**src/rtl/alu_station.sv**
```systemverilog
// ALU reservation station: holds DEPTH ops, wakes operands from the CDB, issues oldest-index ready op.
// Latency: 1 cycle from allocation (operands present) or CDB wakeup to registered res_en.
// Backpressure: busy when all entries valid; en_in while busy is dropped; rdy low freezes everything.
// Optional: define ALU_STATION_FLUSH_EN to add a 'flush' input that discards all pending entries.
module alu_station #(
  parameter int DEPTH  = 4,
  parameter int TAG_W  = 4,
  parameter int WORD_W = 32
) (
  input  logic              clk,
  input  logic              rst,
  input  logic              rdy,
`ifdef ALU_STATION_FLUSH_EN
  input  logic              flush,
`endif
  input  logic              en_in,
  input  logic [3:0]        op_in,
  input  logic [TAG_W-1:0]  tagx_in,
  input  logic [TAG_W-1:0]  tagy_in,
  input  logic [TAG_W-1:0]  tagw_in,
  input  logic [WORD_W-1:0] datax_in,
  input  logic [WORD_W-1:0] datay_in,
  input  logic [4:0]        addrw_in,
  input  logic              cdb_en,
  input  logic [TAG_W-1:0]  cdb_tag,
  input  logic [WORD_W-1:0] cdb_data,
  output logic              busy,
  output logic              res_en,
  output logic [TAG_W-1:0]  res_tag,
  output logic [WORD_W-1:0] res_data,
  output logic [4:0]        res_addr
);

  localparam int IDX_W = $clog2(DEPTH);

  typedef enum logic [3:0] {
    OP_ADD = 4'd0, OP_SUB = 4'd1, OP_SLL = 4'd2, OP_SLT = 4'd3,
    OP_SLTU = 4'd4, OP_XOR = 4'd5, OP_SRL = 4'd6, OP_SRA = 4'd7,
    OP_OR = 4'd8, OP_AND = 4'd9, OP_PASSY = 4'd10
  } sinst_t;

  logic [DEPTH-1:0]  valid_q, valid_d;
  logic [3:0]        op_q    [DEPTH];
  logic [3:0]        op_d    [DEPTH];
  logic [TAG_W-1:0]  tagx_q  [DEPTH];
  logic [TAG_W-1:0]  tagx_d  [DEPTH];
  logic [TAG_W-1:0]  tagy_q  [DEPTH];
  logic [TAG_W-1:0]  tagy_d  [DEPTH];
  logic [TAG_W-1:0]  tagw_q  [DEPTH];
  logic [TAG_W-1:0]  tagw_d  [DEPTH];
  logic [WORD_W-1:0] datax_q [DEPTH];
  logic [WORD_W-1:0] datax_d [DEPTH];
  logic [WORD_W-1:0] datay_q [DEPTH];
  logic [WORD_W-1:0] datay_d [DEPTH];
  logic [4:0]        addrw_q [DEPTH];
  logic [4:0]        addrw_d [DEPTH];

  logic              res_en_q, res_en_d;
  logic [TAG_W-1:0]  res_tag_q, res_tag_d;
  logic [WORD_W-1:0] res_data_q, res_data_d;
  logic [4:0]        res_addr_q, res_addr_d;

  logic              issue_vld;
  logic [IDX_W-1:0]  sel_idx;
  logic [IDX_W-1:0]  free_idx;
  logic              alloc_vld;
  logic              flush_act;
  logic              cdb_live;

`ifdef ALU_STATION_FLUSH_EN
  assign flush_act = rdy && flush;
`else
  assign flush_act = 1'b0;
`endif

  assign busy      = &valid_q;
  assign alloc_vld = rdy && en_in && !busy;
  assign cdb_live  = cdb_en && (cdb_tag != '0);

  assign res_en   = res_en_q;
  assign res_tag  = res_tag_q;
  assign res_data = res_data_q;
  assign res_addr = res_addr_q;

  // Single-cycle ALU; shift amounts use the low five bits of y.
  function automatic logic [WORD_W-1:0] alu(input logic [3:0] op,
                                            input logic [WORD_W-1:0] x,
                                            input logic [WORD_W-1:0] y);
    case (op)
      OP_ADD:   alu = x + y;
      OP_SUB:   alu = x - y;
      OP_SLL:   alu = x << y[4:0];
      OP_SLT:   alu = WORD_W'($signed(x) < $signed(y));
      OP_SLTU:  alu = WORD_W'(x < y);
      OP_XOR:   alu = x ^ y;
      OP_SRL:   alu = x >> y[4:0];
      OP_SRA:   alu = WORD_W'($signed(x) >>> y[4:0]);
      OP_OR:    alu = x | y;
      OP_AND:   alu = x & y;
      OP_PASSY: alu = y;
      default:  alu = '0;
    endcase
  endfunction

  // Pick the lowest-index ready entry to issue and the lowest-index free slot to fill.
  always_comb begin
    issue_vld = 1'b0;
    sel_idx   = '0;
    free_idx  = '0;
    for (int i = DEPTH - 1; i >= 0; i--) begin
      if (valid_q[i] && (tagx_q[i] == '0) && (tagy_q[i] == '0)) begin
        issue_vld = 1'b1;
        sel_idx   = IDX_W'(i);
      end
      if (!valid_q[i]) begin
        free_idx = IDX_W'(i);
      end
    end
  end

  // Next state: wakeup, issue, allocation with CDB capture, then flush override.
  always_comb begin
    valid_d    = valid_q;
    op_d       = op_q;
    tagx_d     = tagx_q;
    tagy_d     = tagy_q;
    tagw_d     = tagw_q;
    datax_d    = datax_q;
    datay_d    = datay_q;
    addrw_d    = addrw_q;
    res_en_d   = 1'b0;
    res_tag_d  = res_tag_q;
    res_data_d = res_data_q;
    res_addr_d = res_addr_q;
    if (rdy) begin
      for (int i = 0; i < DEPTH; i++) begin
        if (valid_q[i] && cdb_live) begin
          if (tagx_q[i] == cdb_tag) begin
            tagx_d[i]  = '0;
            datax_d[i] = cdb_data;
          end
          if (tagy_q[i] == cdb_tag) begin
            tagy_d[i]  = '0;
            datay_d[i] = cdb_data;
          end
        end
      end
      if (issue_vld) begin
        valid_d[sel_idx] = 1'b0;
        res_en_d   = 1'b1;
        res_tag_d  = tagw_q[sel_idx];
        res_data_d = alu(op_q[sel_idx], datax_q[sel_idx], datay_q[sel_idx]);
        res_addr_d = addrw_q[sel_idx];
      end
      // The free slot is invalid in registered state, so it never collides with the issued one.
      if (alloc_vld) begin
        valid_d[free_idx] = 1'b1;
        op_d[free_idx]    = op_in;
        tagw_d[free_idx]  = tagw_in;
        addrw_d[free_idx] = addrw_in;
        tagx_d[free_idx]  = tagx_in;
        datax_d[free_idx] = datax_in;
        tagy_d[free_idx]  = tagy_in;
        datay_d[free_idx] = datay_in;
        if (cdb_live && (tagx_in == cdb_tag)) begin
          tagx_d[free_idx]  = '0;
          datax_d[free_idx] = cdb_data;
        end
        if (cdb_live && (tagy_in == cdb_tag)) begin
          tagy_d[free_idx]  = '0;
          datay_d[free_idx] = cdb_data;
        end
      end
      if (flush_act) begin
        valid_d    = '0;
        res_en_d   = 1'b0;
        res_tag_d  = res_tag_q;
        res_data_d = res_data_q;
        res_addr_d = res_addr_q;
      end
    end
  end

  // State registers; reset clears valid bits and the result port.
  always_ff @(posedge clk) begin
    if (rst) begin
      valid_q    <= '0;
      res_en_q   <= 1'b0;
      res_tag_q  <= '0;
      res_data_q <= '0;
      res_addr_q <= '0;
    end else begin
      valid_q    <= valid_d;
      res_en_q   <= res_en_d;
      res_tag_q  <= res_tag_d;
      res_data_q <= res_data_d;
      res_addr_q <= res_addr_d;
    end
    op_q    <= op_d;
    tagx_q  <= tagx_d;
    tagy_q  <= tagy_d;
    tagw_q  <= tagw_d;
    datax_q <= datax_d;
    datay_q <= datay_d;
    addrw_q <= addrw_d;
  end

endmodule

```
**config.mk**
```make
export PLATFORM = sky130hd
export DESIGN_NAME = alu_station
export DESIGN_NICKNAME = d
export VERILOG_FILES = /design/src/rtl/alu_station.sv
export SDC_FILE = /design/constraint.sdc
export NUM_CORES = 2
export LEC_CHECK = 0
export ABC_AREA = 1
export BUFFER_PORTS_ARGS = -buffer_cell sky130_fd_sc_hd__buf_4
export CORE_MARGIN = 2
export CORE_UTILIZATION = 40
export DETAILED_ROUTE_END_ITERATION = 16
export SYNTH_ARGS = -nofsm -noshare
export SYNTH_HDL_FRONTEND = slang
export SYNTH_SLANG_ARGS = --single-unit
```
**constraint.sdc**
```tcl
create_clock -name clk -period 4.82 [get_ports clk]
set_input_delay 0.723 -clock clk [delete_from_list [all_inputs] [get_ports clk]]
set_output_delay 0.723 -clock clk [all_outputs]
set_load 0.03 [all_outputs]
```
After elaboration in Yosys (flattened, before gate mapping)
Cells that the tools add are included.

word-level totals
  input bits = 126
  latch bits = 0
  word-level logic and storage cells = 221
  bits in read-only memories = 0
  RAM bits = 0
  memories = 0
  register bits after elaboration = 386

operators by class
  eq/ne operators = 20
  shift operators = 3
  mux-type cells = 107
  add/subtract/negate cells = 2
  div/mod/pow operators = 0
  reduce and logical (&&, ||, !) cells = 35
  bitwise logic cells = 12
  $mul = 0
  order comparisons = 9

operator list
  cell                                     number
  2-to-1 mux 32 bit                        29
  bitwise mux 128 bit                      4
  2-to-1 mux 128 bit                       4
  one-hot mux 32 bit (11 select lines)     1
  binary-select mux 32 bit (select 2 bit)  2
  2-to-1 mux 4 bit                         32
  bitwise mux 16 bit                       4
  demux 32 bit (select 2 bit)              1
  < comparator 32 bit                      2
  2-to-1 mux 16 bit                        4
  equality test 4 bit                      10
  logical NOT 4 bit                        9
  adder 32 bit                             1
  bitwise AND 16 bit                       2
  bitwise AND 32 bit                       1
  OR 32 bit                                1
  << shifter 32 x 5 -> 32 bit              1
  right shift 32 x 5 -> 32 bit             1
  >>> shifter 32 x 5 -> 32 bit             1
  subtractor 32 bit                        1
  XOR 32 bit                               1
  bitwise mux 20 bit                       1
  logical AND 1 bit                        20
  binary-select mux 4 bit (select 2 bit)   2
  26 further kinds                         53

Longest topological paths before layout
  word-level depth = 17
  depth in mapped cells = 35
  gate-level depth less buffers = 33

Worst setup path after synthesis
OpenSTA, ideal clock, no wires.

  path type = register to register
  start point = reg tagy_q[11] in the netlist's numbering
  end point = reg res_data_q[20] (netlist: res_data[20])
  slack = 479 ps
  data arrival time = 4209 ps
  library setup time = 132 ps
  cell stages (with the launch flop) = 30
  path buffers = 5
  cell sequence = edfxtp_1 > nor2_1 > nand3_1 > nor2_2 > inv_2 > nand2_4 > nand2_4 > buf_6 > nand2_4 > buf_4 > o221ai_4 > inv_2 > buf_2 > buf_1 > ha_1 > buf_2 > inv_1 > o21ai_0 > o21ai_0 > inv_1 > o21ai_0 > a21oi_1 > o21ai_0 > a21oi_1 > o21ai_0 > nand4_1 > nor2_1 > nand2_1 > nand2_1 > a21oi_1

between the ends
  cells in the longest elaborated chain, start to end = 10
  elaborated cells between the ends (all ways) = 37
  those cells by class = add/sub: 2; eq/ne: 10; shift: 3; mux: 14; bitwise: 4; reduce/logical: 4

RTL lines
  item                                                                                               RTL line  RTL
  start: declaration                                                                                 47        logic [TAG_W-1:0] tagy_q [DEPTH];
  start signal: assignment                                                                           201       tagy_q <= tagy_d;
  logical NOT 4 bit *                                                                                111       if (valid_q[i] && (tagx_q[i] == '0) && (tagy_q[i] == '0)) begin
  logical AND 1 bit *                                                                                111
  2-to-1 mux 2 bit (2 in series)                                                                     111
  inverter 2 -> 3 bit (implied by the code)                                                          152       res_data_d = alu(op_q[sel_idx], datax_q[sel_idx], datay_q[sel_idx]);
  binary-select mux 32 bit (select 2 bit) or binary-select mux 4 bit (select 2 bit) (tied branches)  152
  2-to-1 mux 32 bit (implied by the code) or 2-to-1 mux 4 bit (tied branches) (2 in series)          152
  subtractor 32 bit, or another cell as far along                                                    91        OP_SUB: alu = x - y;
  one-hot mux 32 bit (11 select lines)                                                               89        case (op)
  end signal: assignment                                                                             196       res_data_q <= res_data_d;
  end: declaration                                                                                   60        logic [WORD_W-1:0] res_data_q, res_data_d;

Mark *: on every way between the ends. The rest lies on a longest branch, timed or not. The select of a mux whose other input is x is not followed.
A chain may end at the register's enable or synchronous reset.

Final worst setup path
  start point = reg tagy_q[3] in the netlist's numbering
  end point = reg res_data_q[19] (netlist: res_data[19])

between the ends
  cells in the longest elaborated chain, start to end = 12
  elaborated cells between the ends (all ways) = 41
  those cells by class = add/sub: 2; eq/ne: 10; shift: 3; mux: 18; bitwise: 4; reduce/logical: 4

RTL lines
  item                                                                                               RTL line
  logical NOT 4 bit *                                                                                111
  logical AND 1 bit *                                                                                111
  2-to-1 mux 2 bit (4 in series)                                                                     111
  inverter 2 -> 3 bit (implied by the code)                                                          152
  binary-select mux 32 bit (select 2 bit) or binary-select mux 4 bit (select 2 bit) (tied branches)  152
  2-to-1 mux 32 bit (implied by the code) or 2-to-1 mux 4 bit (tied branches) (2 in series)          152
  subtractor 32 bit, or another cell as far along                                                    91
  one-hot mux 32 bit (11 select lines)                                                               89

Marked as above.

==> results.sh <==
export IMPL_ys_ff_latch=386
export IMPL_gp_congestion=1.03
export IMPL_p_switching_mw=3.69
export IMPL_worst_slack_ps=197
export IMPL_core_area_um2=81600
export IMPL_finalSetupViolCount=0
export IMPL_drv_cap=0
export IMPL_die_area_um2=84300
export IMPL_grt_first_pass_wirelength_mm=215
export IMPL_ys_types=53
export IMPL_ant_nets=0
export IMPL_crit_type="flip-flop to flip-flop"
export IMPL_design_area_um2=39500
export IMPL_worstSetupStartpointType="flip-flop"
export IMPL_fp_dieW_um=290
export IMPL_num_fill_cells=8381
export IMPL_final_setup_skew_ps=62.2
export IMPL_num_rows=105
export IMPL_final_core_util_pct=48.4
export IMPL_clock_power_share_pct=33.2
export IMPL_yosysTopAreaCell="edfxtp_1"
export IMPL_dp_hpwl_mm=103
export IMPL_dr_pass1_iters=6
export IMPL_portBuffers=168
export IMPL_drt_initial_drc_count=4802
export IMPL_synth_top_cell_area_share_pct=31.1
export IMPL_cp_common_cell="buf_4"
export IMPL_root_buffer="clkbuf_16"
export IMPL_drc=0
export IMPL_hold_violations=0
export IMPL_grt_overflow=0
export IMPL_async_reset_ff_share_pct=0
export IMPL_hp_start="op_in[1]"
export IMPL_grt_use_met3_pct=5.25
export IMPL_fin_crit_ps=4620
export IMPL_synth_main_ff_cell="edfxtp_1"
export IMPL_startpoint="tagy_q[3]$_DFFE_PP_"
export IMPL_vias=36300
export IMPL_dpl_cell_area_um2=37600
export IMPL_clk_latency_ps=620
export IMPL_final_nets=5319
export IMPL_ir_drop_mv=0.275
export IMPL_grtUsageTotal_pct=33.3
export IMPL_timing_rr_start="tagy_q[3]$_DFFE_PP_"
export IMPL_internal_power_mw=7.07
export IMPL_grt_busiest_layer="met2"
export IMPL_post_route_cells_drive_above_1_share_pct=15.7
export IMPL_synth_edff_count=340
export IMPL_cts_hold_buf=0
export IMPL_hold_class="input pin to flip-flop"
export IMPL_cts_tree="done"
export IMPL_p_sw_share_pct=34.3
export IMPL_power_density_nw_per_um2=273
export IMPL_worst_slew_pin_slew_ps=1370
export IMPL_grt_util_met1_pct=46.4
export IMPL_crit_path_end_kind="flip-flop"
export IMPL_status="finished, final reports clean"
export IMPL_cp_arrival_ps=5100
export IMPL_wl_per_cell_um=23.5
export IMPL_finalSetupTns_ps=0
export IMPL_cts_max_level=2
export IMPL_netlist_top_cells_area="edfxtp_1 (31%), o21ai_0 (16%), nand2_1 (9.1%)"
export IMPL_leakagePower_nw=18.4
export IMPL_avgSynthCellArea_um2=6.87
export IMPL_antenna_found_initial=7
export IMPL_required_ps=5300
export IMPL_ys_warn_count=0
export IMPL_cts_reportedPaths_clkPinSlew_ps=60
export IMPL_grt_max_degree=162
export IMPL_cts_buffer_depth=3
export IMPL_synth_nets=5001
export IMPL_slew_viol_final=0
export IMPL_cts_inserted_buffers=48
export IMPL_finalCritPeriodShare_pct=95.9
export IMPL_post_place_ws_ps=-340
export IMPL_met2_usage_pct=51.1
export IMPL_total_power_mw=10.8
export IMPL_area_growth_synth_to_final_pct=20.4
export IMPL_seqPwrFrac_pct=36.7
export IMPL_die_y_um=290
export IMPL_syn_inst=4776
export IMPL_slowest_delay_ps=440
export IMPL_crit_fanout=19
export IMPL_netlist_area_um2=32800
export IMPL_critPathSlowestCell="edfxtp_1"
export IMPL_ios=169
export IMPL_fmax_mhz=216
export IMPL_wl_mm=146
export IMPL_start_util_pct=40.2
export IMPL_clock_sinks=386
export IMPL_combPwrFrac_pct=30.1
export IMPL_first_global_vias=33400
export IMPL_via_per_inst=5.84
export IMPL_yosysSeqAreaShare_pct=33.9
export IMPL_max_slew_margin_rel_pct=8.82
-- cells in the final DEF (no fill, tap or decap), types with 6 or more instances in the layout --
| master | instances |
|---|---|
| edfxtp_1 | 340 |
| xor2_1 | 54 |
| nand3_1 | 549 |
| clkbuf_1 | 10 |
| o21ai_0 | 1017 |
| nor2_4 | 14 |
| a21oi_2 | 14 |
| buf_6 | 6 |
| inv_1 | 487 |
| clkbuf_8 | 6 |
| nand2_1 | 791 |
| o211ai_1 | 16 |
| clkbuf_16 | 49 |
| mux2i_1 | 125 |
| o21bai_1 | 11 |
| nand3b_1 | 17 |
| xnor2_1 | 15 |
| dfxtp_1 | 46 |
| nand4_1 | 29 |
| nor2_1 | 406 |
| o21a_1 | 6 |
| a21oi_1 | 125 |
| nor2_2 | 12 |
| clkinv_2 | 10 |
| a22oi_1 | 8 |
| nor3_2 | 9 |
| nand3_2 | 19 |
| inv_2 | 16 |
| o22ai_1 | 60 |
| ha_1 | 94 |
| buf_12 | 20 |
| a31oi_1 | 13 |
| buf_4 | 585 |
| nand2_2 | 10 |
| nand2_4 | 6 |
| o21ai_1 | 26 |
| nor3_1 | 46 |
| clkinv_1 | 10 |
-- layout make-up --
cell class | count | area, um^2 | area share, %
diodes | 2 | 5.00 | 0.0127
multi-input cells | 3539 | 18700 | 47.3
inverters | 505 | 1900 | 4.80
flip-flops and latches | 386 | 11100 | 28.2
clock buffers | 65 | 1350 | 3.41
repair buffers | 614 | 4900 | 12.4
clock inverters | 23 | 178 | 0.450
well taps | 1070 | 1340 | 3.39
-- worst max-delay path, delay by kind of cell (launching register included) --
kind	cells	cell delay, ps
and+or+nand+nor	16	2000
DFF	1	440
adders and majority gates	1	340
buffers and inverters	8	1170
AOI/OAI and AO/OA	3	470
-- state kept, by name, summed over array words and instances, names as in the netlist --
name	count
res_data	32
datax_q	128
datay_q	128
res_tag	4
valid_q	4
tagw_q	16
addrw_q	20
tagy_q	16
op_q	16
res_addr	5
res_en	1
tagx_q	16
-- path summary, 6_finish.rpt --
path | to | slack, ps | cells past startpoint
worst min-delay path | op_q[13]$_DFFE_PP_ | 300 | 1
worst max-delay path | res_data[19]$_SDFFE_PP0P_ | 200 | 28
worst max register to register | res_data[19]$_SDFFE_PP0P_ | 200 | 28
worst min register to register | res_data[1]$_SDFFE_PP0P_ | 470 | 2
-- per-stage QoR --
step	std cells	hold slack (ps)
floorplan	4776	483
global placement	6107	454
detailed placement	6107	457
CTS	6195	272
global route	6203	280
finish	6204	303
-- logic make-up after synthesis --
| family | after synthesis | synth area share (%) |
|---|---|---|
| AO/OA/AOI/OAI | 1320 | 21.0 |
| XOR/XNOR | 70 | 1.87 |
| adder cells (fa/ha/maj) | 99 | 3.82 |
| buffers and inverters | 851 | 10.2 |
| flip-flops | 386 | 33.9 |
| multiplexers | 125 | 3.81 |
| AND/OR/NAND/NOR | 1925 | 25.4 |
-- layer usage --
metal,vias up,part of all wire (%)
li1,16900,-
met1,16900,41
met2,2147,43
met3,335,11
met4,6,4.9
met5,-,0.025
-- synth_stat cells, types with 4 or more instances --
library cell,instances
o21ai_0,1037
nand2_1,799
nand3_1,563
inv_1,489
nor2_1,418
edfxtp_1,340
clkbuf_1,243
a21oi_1,138
mux2i_1,125
ha_1,97
buf_2,77
o22ai_1,60
nor3_1,55
xor2_1,55
dfxtp_1,46
nand4_1,29
buf_1,17
nand3b_1,17
o211ai_1,16
xnor2_1,15
a31oi_1,13
inv_2,12
o21bai_1,12
o21ai_1,10
a22oi_1,8
nor2_4,8
buf_4,7
nand3_2,7
nor2_2,6
nor4_1,6
o21a_1,6
a21boi_0,4
a21o_1,4
clkinv_1,4
nand2_2,4
nand2_4,4
or2_2,4
-- power by group through the flow --
stage	registers, mW	clock network [mW]	logic, mW
after floorplan	4.00	0	1.66
after global placement	4.00	0	3.10
after detailed placement	4.01	0	3.09
after CTS	3.94	3.60	3.10
after global routing	3.96	3.73	3.50
final	3.95	3.58	3.24
-- repair_timing --
action	4_1_cts	5_1_grt
pin swaps	0	4
buffers inserted	0	7
endpoints found under the setup margin	3	27
resized for setup	11	82
Power figures use the tool's default switching activity.
